**src/rtl/change_dispenser.sv**
```systemverilog
// Change payout sequencer: pays a won amount as 1000/500 hopper pulses, one per ack.
// Optional ack watchdog enabled by defining DISPENSE_TIMEOUT_EN.
module change_dispenser #(
    parameter int unsigned MAX_AMOUNT  = 5000,
    parameter int unsigned ACK_TIMEOUT = 255
) (
    input  logic        clk,
    input  logic        reset,
    input  logic        start,
    input  logic [15:0] amount,
    input  logic        empty_1000,
    input  logic        empty_500,
    input  logic        hop_ack,
    output logic        change_1000,
    output logic        change_500,
    output logic        busy,
    output logic        done,
    output logic        reject,
    output logic        fault,
    output logic [15:0] remaining
);

    typedef enum logic [2:0] {
        IDLE,
        CHECK,
        ISSUE,
        WAIT_ACK,
        DONE,
        FAULT
    } state_t;

    state_t      state;
    logic        unit_1000;
    logic [15:0] unit_val;
    logic        bad_request;

`ifdef DISPENSE_TIMEOUT_EN
    localparam int unsigned CNT_W = (ACK_TIMEOUT > 2) ? $clog2(ACK_TIMEOUT) : 1;
    logic [CNT_W-1:0] ack_cnt;
`endif

    always_comb begin
        unit_val    = unit_1000 ? 16'd1000 : 16'd500;
        bad_request = ({16'd0, remaining} > MAX_AMOUNT) || ((remaining % 16'd500) != 16'd0);
    end

    always_ff @(posedge clk) begin
        if (reset) begin
            state       <= IDLE;
            unit_1000   <= 1'b0;
            change_1000 <= 1'b0;
            change_500  <= 1'b0;
            busy        <= 1'b0;
            done        <= 1'b0;
            reject      <= 1'b0;
            fault       <= 1'b0;
            remaining   <= '0;
`ifdef DISPENSE_TIMEOUT_EN
            ack_cnt     <= '0;
`endif
        end else begin
            change_1000 <= 1'b0;
            change_500  <= 1'b0;
            done        <= 1'b0;
            reject      <= 1'b0;
            case (state)
                IDLE: begin
                    busy <= 1'b0;
                    if (start) begin
                        remaining <= amount;
                        busy      <= 1'b1;
                        state     <= CHECK;
                    end
                end
                CHECK: begin
                    if (remaining == '0) begin
                        state <= DONE;
                    end else if (bad_request) begin
                        reject    <= 1'b1;
                        remaining <= '0;
                        busy      <= 1'b0;
                        state     <= IDLE;
                    end else begin
                        state <= ISSUE;
                    end
                end
                ISSUE: begin
                    // Selection is redone every unit so a hopper emptying mid-payout is honoured.
                    if (remaining >= 16'd1000 && !empty_1000) begin
                        change_1000 <= 1'b1;
                        unit_1000   <= 1'b1;
                        state       <= WAIT_ACK;
                    end else if (remaining >= 16'd500 && !empty_500) begin
                        change_500 <= 1'b1;
                        unit_1000  <= 1'b0;
                        state      <= WAIT_ACK;
                    end else begin
                        fault <= 1'b1;
                        state <= FAULT;
                    end
`ifdef DISPENSE_TIMEOUT_EN
                    ack_cnt <= '0;
`endif
                end
                WAIT_ACK: begin
                    if (hop_ack) begin
                        remaining <= remaining - unit_val;
                        state     <= (remaining == unit_val) ? DONE : ISSUE;
`ifdef DISPENSE_TIMEOUT_EN
                    end else if (ack_cnt == CNT_W'(ACK_TIMEOUT - 1)) begin
                        fault <= 1'b1;
                        state <= FAULT;
                    end else begin
                        ack_cnt <= ack_cnt + 1'b1;
`endif
                    end
                end
                DONE: begin
                    done  <= 1'b1;
                    busy  <= 1'b0;
                    state <= IDLE;
                end
                FAULT: begin
                    fault <= 1'b1;
                    busy  <= 1'b1;
                end
                default: begin
                    busy  <= 1'b0;
                    state <= IDLE;
                end
            endcase
        end
    end

endmodule

```
**config.mk**
```make
export PLATFORM = sky130hd
export DESIGN_NAME = change_dispenser
export DESIGN_NICKNAME = d
export VERILOG_FILES = /design/src/rtl/change_dispenser.sv
export SDC_FILE = /design/constraint.sdc
export NUM_CORES = 1
export LEC_CHECK = 0
export BUFFER_PORTS_ARGS = -buffer_cell sky130_fd_sc_hd__buf_2
export CAP_MARGIN = 30
export CELL_PAD_IN_SITES_DETAIL_PLACEMENT = 0
export CELL_PAD_IN_SITES_GLOBAL_PLACEMENT = 2
export CORE_MARGIN = 2
export CORE_UTILIZATION = 34
export DETAILED_ROUTE_END_ITERATION = 10
export GPL_ROUTABILITY_DRIVEN = 0
export HOLD_SLACK_MARGIN = 0.06
export PLACE_DENSITY_LB_ADDON = 0.1
export SLEW_MARGIN = 20
export SYNTH_ARGS = -nofsm -noshare
export SYNTH_HDL_FRONTEND = slang
export SYNTH_SLANG_ARGS = --single-unit
```
**constraint.sdc**
```tcl
create_clock -name clk -period 7.4 [get_ports clk]
set_input_delay 0.37 -clock clk [delete_from_list [all_inputs] [get_ports clk]]
set_output_delay 0.37 -clock clk [all_outputs]
set_load 0.01 [all_outputs]
```
-- Word-level counts from Yosys, hierarchy flattened
Index checks and enable logic that the tools add are counted.
Widths: inputs -> output; s select.
- bits of input ports: 22
- flip-flop bits (word level): 26
- output and inout port bits: 22
- logic and storage cells: 77
- $add $sub $neg: 1
- divide/modulo/power cells: 1
- mux-type cells: 27
- eq/ne operators: 12
- reduce and logical (&&, ||, !) cells: 20
- bitwise gates (word level): 4
- $lt $le $gt $ge: 3
- operators with widths (operator ; number):
    $mux 16 ; 4
    $pmux 16 s3 ; 1
    $mux 3 ; 6
    $eq 16x10->1 ; 1
    $ge 16x10->1 const B ; 1
    $ge 16x9->1 const B ; 1
    $gt 16x13->1 const B ; 1
    $logic_not 16->1 ; 1
    $mod 16x9->16 const B ; 1
    $reduce_bool 16->1 ; 1
    $sub 16x10->16 ; 1
    $pmux 3 s5 ; 1
    $ne 2x2->1 const B ; 6
    $mux 1 ; 11
    $mux 10 ; 1
    $reduce_and 3->1 ; 3
    $eq 3x2->1 const B ; 2
    $eq 3x3->1 const B ; 2
    $reduce_or 3->1 ; 2
    $reduce_and 5->1 ; 1
    $not 1->1 ; 4
    $pmux 1 s4 ; 1
    $reduce_bool 2->1 ; 2
    $reduce_or 2->1 ; 2
    other kinds (9) ; 11

-- Longest topological paths before layout
Gate-level depths: netlist of the first run.
- depth after elaboration: 6
- gate-level depth with buffers: 27
- mapped depth without buffers: 21

-- Worst setup path after synthesis of the first run
Ideal clock, no wire load.
- kind: register -> register
- start point: reg remaining[12]
- end point: reg remaining[10]
- path slack: 0.858 ns
- arrival: 6.420 ns
- required time: 7.278 ns
- stages on the path, launching flop included: 25
- setup time: 0.122 ns
- path through: dfxtp_1 -> and4_1 -> buf_4 -> mux2_4 -> o211a_1 -> buf_2 -> a2111oi_4 -> mux2i_1 -> nand2_1 -> a221oi_2 -> o22ai_2 -> or3_1 -> a31oi_1 -> o2bb2ai_1 -> o22ai_1 -> or3_1 -> buf_2 -> o21ai_1 -> a21o_1 -> or4b_1 -> or4_4 -> a22oi_4 -> o21ai_4 -> and3_1 -> a311o_1
- word-level cells in the longest chain between the ends: 5
- RTL lines (what ; line ; text):
    start, declared ; 20 ; output logic [15:0] remaining
    start signal, assigned ; 70 ; remaining <= amount;
    start signal, assigned ; 107 ; remaining <= remaining - unit_val;
    $mod 16x9->16 ; 44 ; bad_request = ({16'd0, remaining} > MAX_AMOUNT) || ((remaining % 16'd500) != 16'd0);
    $reduce_bool 16->1 ; 44 ;
    $logic_or 1x1->1 ; 44 ;
    $ne 2x2->1 (no source line) ; - ;
    $reduce_and 5->1 (no source line) (*) ; - ;
Every way passes the cells marked *; elsewhere a longest branch is shown, timed or not.
A chain may end at the register's enable or synchronous reset.

-- Worst setup path in the final report of the first run
- start point: reg remaining[11]
- end point: reg remaining[6]
Same word-level chain as after synthesis.

==> results of run 1 <==
## routing by layer
layer / vias to the layer above / track usage, %
met5: - / 0
met4: 0 / 6.50
met3: 16 / 1.33
met2: 139 / 36.2
met1: 2245 / 32.4
li1: 2338 / -
## worst max path at each step
stage	slack, ps	cells past startpoint	end	startpoint
after floorplan	860	24	remaining[10]	remaining[12]
after global placement	440	24	remaining[15]	remaining[14]
after global routing	-20	24	remaining[6]	remaining[8]
final	390	23	remaining[6]	remaining[11]
after detailed placement	280	21	remaining[6]	remaining[13]
after CTS	240	21	remaining[6]	remaining[13]
## timing repair
| item | in CTS | in global routing |
|---|---|---|
| setup endpoints to repair | 0 | 17 |
| gates resized for setup | 0 | 15 |
| hold endpoints to repair | 0 | 0 |
| setup buffers | 0 | 7 |
## cells by family after synthesis
family	share of synthesized area, %
muxes	4.55
DFF	12.7
xor gates and xnor gates	4.06
and+or+nand+nor	31.7
AOI/OAI and AO/OA	38.0
buffers and inverters	7.02
adders and majority gates	1.95
## worst min-delay path, cell delays in order
cell	delay (ps)
sky130_fd_sc_hd__buf_2	100
sky130_fd_sc_hd__nand3_1	60
sky130_fd_sc_hd__mux2i_1	60
## cell type report
type,instances,area (um^2),share of cell area (%)
repair buffers,100,648,13.2
inverters,20,75.1,1.53
clock buffers,3,75.1,1.53
well taps,147,184,3.76
clock inverters,1,30.0,0.613
flip-flops and latches,26,522,10.7
multi-input cells,491,3360,68.7
## synthesized netlist by cell type (4+ instances only)
master | n | area share, %
sky130_fd_sc_hd__a211oi_2 | 4 | 1.2
sky130_fd_sc_hd__clkbuf_1 | 18 | 1.6
sky130_fd_sc_hd__nor3b_1 | 5 | 0.92
sky130_fd_sc_hd__and2_1 | 4 | 0.61
sky130_fd_sc_hd__nor4_1 | 8 | 1.2
sky130_fd_sc_hd__a21oi_1 | 37 | 4.5
sky130_fd_sc_hd__buf_6 | 4 | 1.1
sky130_fd_sc_hd__and3_1 | 8 | 1.2
sky130_fd_sc_hd__inv_1 | 19 | 1.7
sky130_fd_sc_hd__nand2_1 | 60 | 5.5
sky130_fd_sc_hd__or2_1 | 4 | 0.61
sky130_fd_sc_hd__a221oi_1 | 5 | 1.1
sky130_fd_sc_hd__o31ai_1 | 8 | 1.5
sky130_fd_sc_hd__o211ai_1 | 6 | 1.1
sky130_fd_sc_hd__a21o_1 | 7 | 1.3
sky130_fd_sc_hd__o22ai_1 | 10 | 1.5
sky130_fd_sc_hd__o21a_1 | 5 | 0.92
sky130_fd_sc_hd__or3_1 | 7 | 1.1
sky130_fd_sc_hd__nand3_1 | 31 | 3.8
sky130_fd_sc_hd__dfxtp_1 | 26 | 13
sky130_fd_sc_hd__o21ai_0 | 25 | 3.1
sky130_fd_sc_hd__a211o_1 | 8 | 1.7
sky130_fd_sc_hd__nand4_1 | 9 | 1.4
sky130_fd_sc_hd__a31oi_1 | 6 | 0.92
sky130_fd_sc_hd__xor2_1 | 4 | 0.85
sky130_fd_sc_hd__xnor2_1 | 15 | 3.2
sky130_fd_sc_hd__buf_2 | 14 | 1.7
sky130_fd_sc_hd__nor2_1 | 63 | 5.8
sky130_fd_sc_hd__nor3_1 | 23 | 2.8
sky130_fd_sc_hd__a211oi_1 | 5 | 0.92
sky130_fd_sc_hd__o21ai_1 | 5 | 0.61
sky130_fd_sc_hd__ha_1 | 4 | 1.2
sky130_fd_sc_hd__a22oi_1 | 6 | 1.1
sky130_fd_sc_hd__mux2i_1 | 12 | 2.9
## cells in the final DEF, fill, tap and decap left out, types with 7 or more instances in the layout
master                    Yosys  layout
sky130_fd_sc_hd__a211o_1      8       8
sky130_fd_sc_hd__a21oi_1     37      37
sky130_fd_sc_hd__nor4_1       8       8
sky130_fd_sc_hd__buf_2       14      43
sky130_fd_sc_hd__a21o_1       7       7
sky130_fd_sc_hd__nor3_1      23      23
sky130_fd_sc_hd__o22ai_1     10      10
sky130_fd_sc_hd__xnor2_1     15      14
sky130_fd_sc_hd__o21ai_0     25      25
sky130_fd_sc_hd__dfxtp_1     26      25
sky130_fd_sc_hd__o31ai_1      8       8
sky130_fd_sc_hd__nand4_1      9       9
sky130_fd_sc_hd__mux2i_1     12      10
sky130_fd_sc_hd__and3_1       8       8
sky130_fd_sc_hd__nor2_1      63      63
sky130_fd_sc_hd__or3_1        7       7
sky130_fd_sc_hd__nand2_1     60      60
sky130_fd_sc_hd__inv_1       19      19
sky130_fd_sc_hd__nand3_1     31      31
sky130_fd_sc_hd__buf_4        3      56
## power by group through the flow
stage / registers (mW) / logic, mW / clock network (mW)
global placement: 0.161 / 0.558 / 0
CTS: 0.158 / 0.558 / 0.167
global route: 0.160 / 0.634 / 0.170
floorplan: 0.163 / 0.386 / 0
detailed placement: 0.162 / 0.554 / 0
finish: 0.159 / 0.582 / 0.165
## per-stage QoR
step	setup WS, ps	area, um^2
2_1_floorplan	858	4100
3_3_place_gp	438	4660
3_5_place_dp	282	4660
4_1_cts	239	4770
5_1_grt	-15.1	4900
6_report	387	4900
==> flow_metrics.env, run 1 <==
export IMPL_synth_yosys_seq_area_share_pct=12.7
export IMPL_avgViaCountPerCell=6.01
export IMPL_detail_route_wl_per_cell_um=18.5
export IMPL_path_common_cell="sky130_fd_sc_hd__buf_4"
export IMPL_floorplan_die_height_um=114
export IMPL_crit_path_cell_trace="and4_4, nand2_1, a221o_2, or4_1, o211ai_2, nor3b_4, buf_4, a221oi_4, o22ai_2, or3_1, a31oi_1, buf_4, o2bb2ai_1, o22ai_1, or3_1, o21ai_1, a21o_1, or4b_1, or4_4, a22oi_4, o21ai_4, buf_4, a311oi_1"
export IMPL_synth_cell_type_count=102
export IMPL_slowest_delay_ps=610
export IMPL_port_buffers=43
export IMPL_regToRegStartpoint="remaining[11]"
export IMPL_ant_nets=0
export IMPL_drt_met1_wl_um=7120
export IMPL_cts_reportedPaths_clkPinSlew_ps=70
export IMPL_clock_sinks=26
export IMPL_first_pass_grt_wire_length_um=23700
export IMPL_maxSlewViolCount=0
export IMPL_min_period_ps=7010
export IMPL_max_cap_viol_count=0
export IMPL_destination_of_the_worst_register_to_register_timing_path="remaining[6]"
export IMPL_worst_skew_pair_late_latency_ps=270
export IMPL_synthFlopType="sky130_fd_sc_hd__dfxtp_1"
export IMPL_r2r_cells=23
export IMPL_largest_register="remaining"
export IMPL_worstHoldStart="amount[1]"
export IMPL_cpLargestDelayFamily="simple AND/OR/NAND/NOR gates"
export IMPL_die_width_um=114
export IMPL_power_switching_fraction_pct=45.8
export IMPL_power_leakage_nw=1.91
export IMPL_worst_path_buf_inv=3
export IMPL_p_clk_share_pct=18.2
export IMPL_yosys_warnings=0
export IMPL_initial_utilization_pct=34.4
export IMPL_switchingPower_mw=0.414
export IMPL_nature_of_the_critical_path_endpoint="flip-flop"
export IMPL_grt_overflow=0
export IMPL_tritoncts="built"
export IMPL_synth_cell_area_um2=4100
export IMPL_timing_critical_path_fanout_max=13
export IMPL_dpl_hpwl_um=11400
export IMPL_remaining_design_rule_violation_count=0
export IMPL_finish_utilization_pct=41.1
export IMPL_worstSetupStartpointType="flip-flop"
export IMPL_final_setup_violations=0
export IMPL_fp_dieArea_um2=13000
export IMPL_edff_count_synth=0
export IMPL_grt_antenna_before_repair=0
export IMPL_post_cts_hold_buffer_count=0
export IMPL_cts_buffers_inserted=3
export IMPL_synth_async_reset_ratio_pct=0
export IMPL_total_power_mw=0.905
export IMPL_slack_of_the_worst_reg_to_reg_path_ps=390
export IMPL_route_vias_total=4738
export IMPL_max_freq_ghz=0.143
export IMPL_rows=40
export IMPL_grt_max_degree=25
export IMPL_layout_cells_non_filler=788
export IMPL_firstDrtPassIters=5
export IMPL_period_share_pct=94.8
export IMPL_timing_hold_violations_final=0
export IMPL_outcome="finished, final reports clean"
export IMPL_final_setup_tns_ps=0
export IMPL_wl_met2_um=6610
export IMPL_crit_slowest_cell="sky130_fd_sc_hd__or4_1"
export IMPL_htree_num_levels=1
export IMPL_critical_path_required_ps=7560
export IMPL_cp_arrival_ps=7180
export IMPL_holdCritPathClass="in -> reg"
export IMPL_route_final_wire_length_um=14600
export IMPL_antennaDiodeCount=0
export IMPL_timing_setup_critical_path_class="reg -> reg"
export IMPL_route_top_layer_used="met4"
export IMPL_num_fill_cells=1290
export IMPL_coreArea_um2=11900
export IMPL_worst_ir_drop_vdd_mv=0.124
export IMPL_comb_power_share_pct=64.3
export IMPL_finClkSkew_ps=4.75
export IMPL_initialDrtViolationCount=395
export IMPL_clock_path_buffers=2
export IMPL_intPower_mw=0.491
export IMPL_synth_avg_cell_area_um2=7.09
export IMPL_area_growth_pct=19.5
export IMPL_layout_cells_sized_above_1_pct=23.9
export IMPL_first_global_vias=4556
export IMPL_max_slew_worst_pin_slew_ps=698
export IMPL_grtUsageTotal_pct=22.5
export IMPL_placed_cells=777
export IMPL_power_density_nw_per_um2=185
export IMPL_synth_seq_cells=26
export IMPL_wl_met3_um=605
export IMPL_io_pins=44
export IMPL_slew_limit_headroom_pct=53.4
export IMPL_finalNetCount=669
export IMPL_top_regs="remaining: 16 flops, state: 3 flops"
export IMPL_worst_hold_path_endpoint="remaining[1]"
export IMPL_number_of_flip_flops_under_the_largest_register_name=16
export IMPL_net_count_after_synthesis=605
export IMPL_post_synth_inst_count=578
export IMPL_seqPwrFrac_pct=17.5
export IMPL_worst_hold_path_num_cells=3
export IMPL_cts_root_buf="sky130_fd_sc_hd__clkbuf_16"
export IMPL_hold_worst_slack_ps=355
Power figures use the tool's default switching activity.
==> run 2, diff against run 1 <==
--- a/config.mk
+++ b/config.mk
@@ -7,14 +7,12 @@
 export LEC_CHECK = 0
 export BUFFER_PORTS_ARGS = -buffer_cell sky130_fd_sc_hd__buf_2
 export CAP_MARGIN = 30
-export CELL_PAD_IN_SITES_DETAIL_PLACEMENT = 0
-export CELL_PAD_IN_SITES_GLOBAL_PLACEMENT = 2
 export CORE_MARGIN = 2
-export CORE_UTILIZATION = 34
+export CORE_UTILIZATION = 60
 export DETAILED_ROUTE_END_ITERATION = 10
 export GPL_ROUTABILITY_DRIVEN = 0
 export HOLD_SLACK_MARGIN = 0.06
-export PLACE_DENSITY_LB_ADDON = 0.1
+export PLACE_DENSITY = 0.81
 export SLEW_MARGIN = 20
 export SYNTH_ARGS = -nofsm -noshare
 export SYNTH_HDL_FRONTEND = slang
==> run 2 against run 1 <==
  * Core utilization rose by 30 points
  * Critical path type unchanged
  * Sequential cell count unchanged
  * Wire length fell by 9.5%
  * Sequential power barely moved
  * Final cell count down 9.5%
  * Largest power group unchanged
  * Power fell by 3.8%
  * Global-route usage is 10 points higher
  * Clock power shrank 25%
==> flow_metrics.env, run 2 (same netlist as run 1, synthesis figures left out) <==
export IMPL_outcome="finished, final reports clean"
export IMPL_tritoncts="built"
export IMPL_port_buffers=43
export IMPL_grt_antenna_before_repair=0
export IMPL_area_growth_pct=16.9
export IMPL_initial_utilization_pct=61.0
export IMPL_post_cts_hold_buffer_count=0
export IMPL_r2r_cells=24
export IMPL_slew_limit_headroom_pct=33.5
export IMPL_dpl_hpwl_um=9400
export IMPL_coreArea_um2=6720
export IMPL_worstSetupStartpointType="flip-flop"
export IMPL_rows=30
export IMPL_worst_ir_drop_vdd_mv=0.160
export IMPL_sequential_cell_area_um2=524
export IMPL_first_global_vias=4227
export IMPL_initialDrtViolationCount=722
export IMPL_remaining_design_rule_violation_count=0
export IMPL_power_density_nw_per_um2=182
export IMPL_ant_nets=0
export IMPL_final_setup_tns_ps=0
export IMPL_first_pass_grt_wire_length_um=20500
export IMPL_grtUsageTotal_pct=32.8
export IMPL_layout_cells_sized_above_1_pct=24.8
export IMPL_detail_route_wl_per_cell_um=18.5
export IMPL_num_fill_cells=521
export IMPL_crit_path_start="remaining[13]"
export IMPL_grt_overflow=0
export IMPL_finish_utilization_pct=71.3
export IMPL_final_setup_violations=0
export IMPL_avgViaCountPerCell=7.08
export IMPL_multi_input_gate_area_in_the_final_layout_um2=3430
export IMPL_io_pins=44
export IMPL_antennaDiodeCount=0
export IMPL_clock_sinks=26
export IMPL_layout_cells_non_filler=713
export IMPL_fp_dieArea_um2=7510
export IMPL_holdCritPathClass="in -> reg"
export IMPL_worst_skew_pair_late_latency_ps=280
export IMPL_power_leakage_nw=1.85
export IMPL_total_power_mw=0.871
export IMPL_most_common_cell_after_layout_fill_and_taps_aside="sky130_fd_sc_hd__nor2_1"
export IMPL_clock_path_buffers=2
export IMPL_finClkSkew_ps=5.11
export IMPL_grt_max_degree=25
export IMPL_regToRegStartpoint="remaining[13]"
export IMPL_timing_critical_path_fanout_max=15
export IMPL_htree_num_levels=1
export IMPL_nature_of_the_critical_path_endpoint="flip-flop"
export IMPL_cts_root_buf="sky130_fd_sc_hd__clkbuf_8"
export IMPL_route_vias_total=5049
export IMPL_period_share_pct=96.6
export IMPL_cts_buffers_inserted=3
export IMPL_slack_of_the_worst_reg_to_reg_path_ps=250
export IMPL_largest_register="remaining"
export IMPL_timing_hold_violations_final=0
export IMPL_min_period_ps=7150
export IMPL_max_freq_ghz=0.140
export IMPL_cp_arrival_ps=7330
export IMPL_max_slew_worst_pin_slew_ps=991
export IMPL_finalNetCount=661
export IMPL_timing_setup_critical_path_class="reg -> reg"
export IMPL_firstDrtPassIters=8
export IMPL_timing_critical_path_to="remaining[10]"
export IMPL_number_of_flip_flops_under_the_largest_register_name=16
export IMPL_destination_of_the_worst_register_to_register_timing_path="remaining[10]"
export IMPL_floorplan_die_height_um=86.7
export IMPL_placed_cells=686
export IMPL_die_width_um=86.7
export IMPL_top_regs="remaining: 16 flops, state: 3 flops"
export IMPL_critical_path_required_ps=7580
export IMPL_maxSlewViolCount=0
export IMPL_route_final_wire_length_um=13200
export IMPL_cts_reportedPaths_clkPinSlew_ps=100
export IMPL_max_cap_viol_count=0
export IMPL_mostFrequentLayoutCells="sky130_fd_sc_hd__nor2_1 (63), sky130_fd_sc_hd__nand2_1 (59), sky130_fd_sc_hd__buf_4 (48), sky130_fd_sc_hd__buf_2 (43), sky130_fd_sc_hd__a21oi_1 (36)"
-- run 2: what timing repair did --
action                                  4_1_cts  5_1_grt
setup buffers                                 0       23
pin swaps                                     0       12
cloned                                        0        0
endpoints found under the setup margin       11       19
resized for setup                             5       23
-- run 2: stage by stage --
stage | setup WS [ps] | hold WS, ps | instance area (um^2)
4_1_cts | 20.8 | 350 | 4490
2_1_floorplan | 858 | 466 | 4100
6_report | 250 | 343 | 4790
3_3_place_gp | 54.7 | 455 | 4400
5_1_grt | -53.5 | 379 | 4790
3_5_place_dp | -78.5 | 466 | 4400
-- run 2: how the worst min path moves through the flow --
| stage | from | end | slack, ps | cells past startpoint |
|---|---|---|---|---|
| after global routing | amount[0] | remaining[0] | 380 | 3 |
| after floorplan | unit_1000 | unit_1000 | 470 | 2 |
| after global placement | fault | fault | 450 | 2 |
| after CTS | amount[0] | remaining[0] | 350 | 3 |
| final | amount[0] | remaining[0] | 340 | 3 |
| after detailed placement | fault | fault | 470 | 2 |
-- run 2: metal layers --
layer	wire length, um	up-vias	GRT usage, %
met3	1230	61	1.71
met5	0	-	0
met2	6170	371	53.6
met4	422	0	9.66
met1	5360	2295	46.8
li1	-	2322	-
-- run 2: area by class of cell --
| type | instances | share of cell area [%] |
|---|---|---|
| multi-input cells | 491 | 71.5 |
| repair buffers | 92 | 12.4 |
| flip-flops and latches | 26 | 10.9 |
| well taps | 80 | 2.09 |
| inverters | 20 | 1.57 |
| clock buffers | 3 | 0.862 |
| clock inverters | 1 | 0.627 |
-- run 2: report_power, final --
group	switching, mW	internal (mW)
Clock	0.0501	0.0726
Combinational	0.347	0.239
Sequential	0.0133	0.149
Total	0.410	0.461
-- run 2: worst max-delay path, cell delays in order (launching register included) --
cell and delay, ps:
sky130_fd_sc_hd__dfxtp_2 440, sky130_fd_sc_hd__buf_4 190, sky130_fd_sc_hd__nand3_1 110, sky130_fd_sc_hd__or3_1 360, sky130_fd_sc_hd__o22a_2 300, sky130_fd_sc_hd__buf_4 180, sky130_fd_sc_hd__a2111oi_4 440, sky130_fd_sc_hd__mux2i_2 390
sky130_fd_sc_hd__nand2_2 160, sky130_fd_sc_hd__a221oi_4 350, sky130_fd_sc_hd__buf_4 180, sky130_fd_sc_hd__o22ai_4 120, sky130_fd_sc_hd__or3_1 450, sky130_fd_sc_hd__and3_1 230, sky130_fd_sc_hd__o22ai_1 250, sky130_fd_sc_hd__a22oi_2 180
sky130_fd_sc_hd__or3_4 450, sky130_fd_sc_hd__o21ai_2 180, sky130_fd_sc_hd__a21o_1 180, sky130_fd_sc_hd__or4b_1 480, sky130_fd_sc_hd__or4_4 510, sky130_fd_sc_hd__a22oi_4 240, sky130_fd_sc_hd__o21ai_4 180, sky130_fd_sc_hd__and3_1 210
sky130_fd_sc_hd__a311o_1 260
==> run 3, diff against run 2 <==
--- a/config.mk
+++ b/config.mk
@@ -5,14 +5,14 @@
 export SDC_FILE = /design/constraint.sdc
 export NUM_CORES = 1
 export LEC_CHECK = 0
+export ABC_AREA = 1
 export BUFFER_PORTS_ARGS = -buffer_cell sky130_fd_sc_hd__buf_2
 export CAP_MARGIN = 30
 export CORE_MARGIN = 2
 export CORE_UTILIZATION = 60
 export DETAILED_ROUTE_END_ITERATION = 10
 export GPL_ROUTABILITY_DRIVEN = 0
-export HOLD_SLACK_MARGIN = 0.06
-export PLACE_DENSITY = 0.81
+export PLACE_DENSITY = 0.82
 export SLEW_MARGIN = 20
 export SYNTH_ARGS = -nofsm -noshare
 export SYNTH_HDL_FRONTEND = slang
==> run 3 against run 2 <==
  * Die area fell by 15%
  * Global-route usage fell by 4.3 points
  * First-iteration DRC count fell by 73%
  * Maximum frequency rose by 25%
  * Power fell by 12%
  * Clock skew fell by 2.1 ps
  * Cell area fell by 22%
  * Worst setup slack improved by 1400 ps
  * Via count fell by 25%
  * Synthesized area fell by 16%
  * Highest routed layer unchanged
==> flow_metrics.env, run 3 <==
export IMPL_outcome="finished, final reports clean"
export IMPL_yosys_area_top_type_share_pct=15.1
export IMPL_post_cts_hold_buffer_count=0
export IMPL_antennaDiodeCount=0
export IMPL_synthTopCellsByArea="sky130_fd_sc_hd__dfxtp_1 (15%), sky130_fd_sc_hd__nand2_1 (13%), sky130_fd_sc_hd__nor2_1 (8.1%), sky130_fd_sc_hd__inv_1 (7.8%), sky130_fd_sc_hd__nand3_1 (6.7%)"
export IMPL_post_synth_inst_count=584
export IMPL_max_freq_ghz=0.175
export IMPL_max_slew_worst_pin_slew_ps=600
export IMPL_slowest_delay_ps=510
export IMPL_worstSetupStartpointType="flip-flop"
export IMPL_mostFrequentLayoutCells="sky130_fd_sc_hd__nand2_1 (116), sky130_fd_sc_hd__nor2_1 (74), sky130_fd_sc_hd__inv_1 (71), sky130_fd_sc_hd__nand3_1 (46), sky130_fd_sc_hd__buf_2 (43)"
export IMPL_remaining_design_rule_violation_count=0
export IMPL_synth_cell_type_count=45
export IMPL_floorplan_die_height_um=79.7
export IMPL_r2r_cells=40
export IMPL_power_density_nw_per_um2=206
export IMPL_cts_buffers_inserted=3
export IMPL_layout_cells_sized_above_1_pct=22.5
export IMPL_rows=27
export IMPL_initialDrtViolationCount=196
export IMPL_synth_largest_area_cell="sky130_fd_sc_hd__dfxtp_1"
export IMPL_grtUsageTotal_pct=28.5
export IMPL_finClkSkew_ps=2.97
export IMPL_synth_top_cells_by_count="sky130_fd_sc_hd__nand2_1 (116), sky130_fd_sc_hd__nor2_1 (74), sky130_fd_sc_hd__inv_1 (71), sky130_fd_sc_hd__nand3_1 (46), sky130_fd_sc_hd__o21ai_0 (41)"
export IMPL_synth_seq_cells=26
export IMPL_final_setup_violations=0
export IMPL_port_buffers=43
export IMPL_grt_max_degree=21
export IMPL_largest_register="remaining"
export IMPL_worst_path_buf_inv=3
export IMPL_slew_limit_headroom_pct=59.9
export IMPL_holdCritPathClass="in -> reg"
export IMPL_number_of_flip_flops_under_the_largest_register_name=16
export IMPL_route_final_wire_length_um=8740
export IMPL_grt_antenna_before_repair=0
export IMPL_synth_avg_cell_area_um2=5.89
export IMPL_cpLargestDelayFamily="simple AND/OR/NAND/NOR gates"
export IMPL_place_area_um2=3660
export IMPL_cp_num_cells=40
export IMPL_worst_ir_drop_vdd_mv=0.0896
export IMPL_grt_overflow=0
export IMPL_tritoncts="built"
export IMPL_initial_utilization_pct=62.4
export IMPL_post_cts_resized=0
export IMPL_detail_route_wl_per_cell_um=12.8
export IMPL_first_pass_grt_wire_length_um=14900
export IMPL_most_common_cell_in_the_synthesized_netlist="sky130_fd_sc_hd__nand2_1"
export IMPL_yosys_warnings=0
export IMPL_timing_critical_path_fanout_max=15
export IMPL_worst_hold_path_num_cells=4
export IMPL_io_pins=44
export IMPL_timing_hold_violations_final=0
export IMPL_timing_setup_critical_path_class="reg -> reg"
export IMPL_worst_skew_pair_late_latency_ps=280
export IMPL_net_count_after_synthesis=611
export IMPL_synth_cell_area_um2=3440
export IMPL_htree_num_levels=1
export IMPL_route_vias_total=3769
export IMPL_timing_final_ws_setup_ps=1670
export IMPL_crit_slowest_cell="sky130_fd_sc_hd__dfxtp_1"
export IMPL_coreArea_um2=5510
export IMPL_synthFlopType="sky130_fd_sc_hd__dfxtp_1"
export IMPL_finish_utilization_pct=67.7
export IMPL_power_leakage_nw=1.97
export IMPL_area_growth_pct=8.41
export IMPL_maxSlewViolCount=0
export IMPL_cts_root_buf="sky130_fd_sc_hd__clkbuf_8"
export IMPL_avgViaCountPerCell=5.50
export IMPL_ant_nets=0
export IMPL_clock_sinks=26
export IMPL_cts_reportedPaths_clkPinSlew_ps=100
export IMPL_path_common_cell="sky130_fd_sc_hd__nand2_4"
export IMPL_clock_path_buffers=2
export IMPL_critical_path_required_ps=7580
export IMPL_detailedPlace_worstSlack_ps=1750
export IMPL_finalNetCount=641
export IMPL_firstDrtPassIters=7
export IMPL_synth_yosys_seq_area_share_pct=15.1
export IMPL_final_setup_tns_ps=0
export IMPL_design_area_um2=3730
export IMPL_cts_setup_buffers=0
export IMPL_min_period_ps=5730
export IMPL_die_width_um=79.7
export IMPL_synth_async_reset_ratio_pct=0
export IMPL_nature_of_the_critical_path_endpoint="flip-flop"
export IMPL_period_share_pct=77.4
export IMPL_cp_arrival_ps=5900
export IMPL_first_global_vias=3469
export IMPL_edff_count_synth=0
export IMPL_most_common_cell_after_layout_fill_and_taps_aside="sky130_fd_sc_hd__nand2_1"
export IMPL_top_regs="remaining: 16 flops, state: 3 flops"
export IMPL_dpl_hpwl_um=6900
export IMPL_fp_dieArea_um2=6350
export IMPL_rsz0062_at_grt="no"
export IMPL_max_cap_viol_count=0
run 3: logic make-up (layout without fill, tap and decap cells):
group / after synthesis / after routing / synth area share (%)
buf+inv: 101 / 130 / 11.7
fa+ha+maj: 5 / 5 / 2.04
xor+xnor: 17 / 17 / 4.55
compound gates: 103 / 103 / 16.8
simple gates: 332 / 332 / 49.8
flops: 26 / 26 / 15.1
run 3: layer usage:
metal | wire length (um) | GRT usage, %
met5 | 0 | 0
met4 | 76 | 6.55
met3 | 528 | 2.04
met2 | 4210 | 50.1
met1 | 3930 | 38.0
run 3: cell type report:
cell class	count	area (um^2)
Clock buffer	3	41.3
Clock inverter	1	30.0
Fill cell	523	1780
Inverter	83	314
Multi-Input combinational cell	457	2520
Sequential cell	26	520
Tap cell	72	90.1
Timing Repair Buffer	43	215
run 3: where the power goes:
part	internal (mW)	switching, mW	leakage, nW
Sequential	0.150	0.0233	0.214
Clock	0.0725	0.0491	0.0357
Combinational	0.162	0.311	1.72
Total	0.385	0.383	1.97
run 3: worst reg2reg max path, delay by kind of cell, from the launching register on:
family / cells / cell delay, ps
and+or+nand+nor: 31 / 3780
AOI/OAI and AO/OA: 5 / 790
DFF: 1 / 510
xor gates and xnor gates: 1 / 290
buffers and inverters: 3 / 240
run 3: metrics by stage:
| stage | instances | power [mW] | hold slack, ps |
|---|---|---|---|
| after global routing | 685 | 0.831 | 382 |
| after detailed placement | 681 | 0.641 | 464 |
| after floorplan | 584 | 0.555 | 446 |
| final | 685 | 0.768 | 365 |
| after global placement | 681 | 0.628 | 462 |
| after CTS | 685 | 0.763 | 357 |
run 3: final timing paths:
kind,slack (ps),to,startpoint
worst max-delay path,1670,remaining[11],remaining[11]
worst min-delay path,360,change_500,empty_500
worst max register to register,1670,remaining[11],remaining[11]
worst min register to register,470,fault,fault
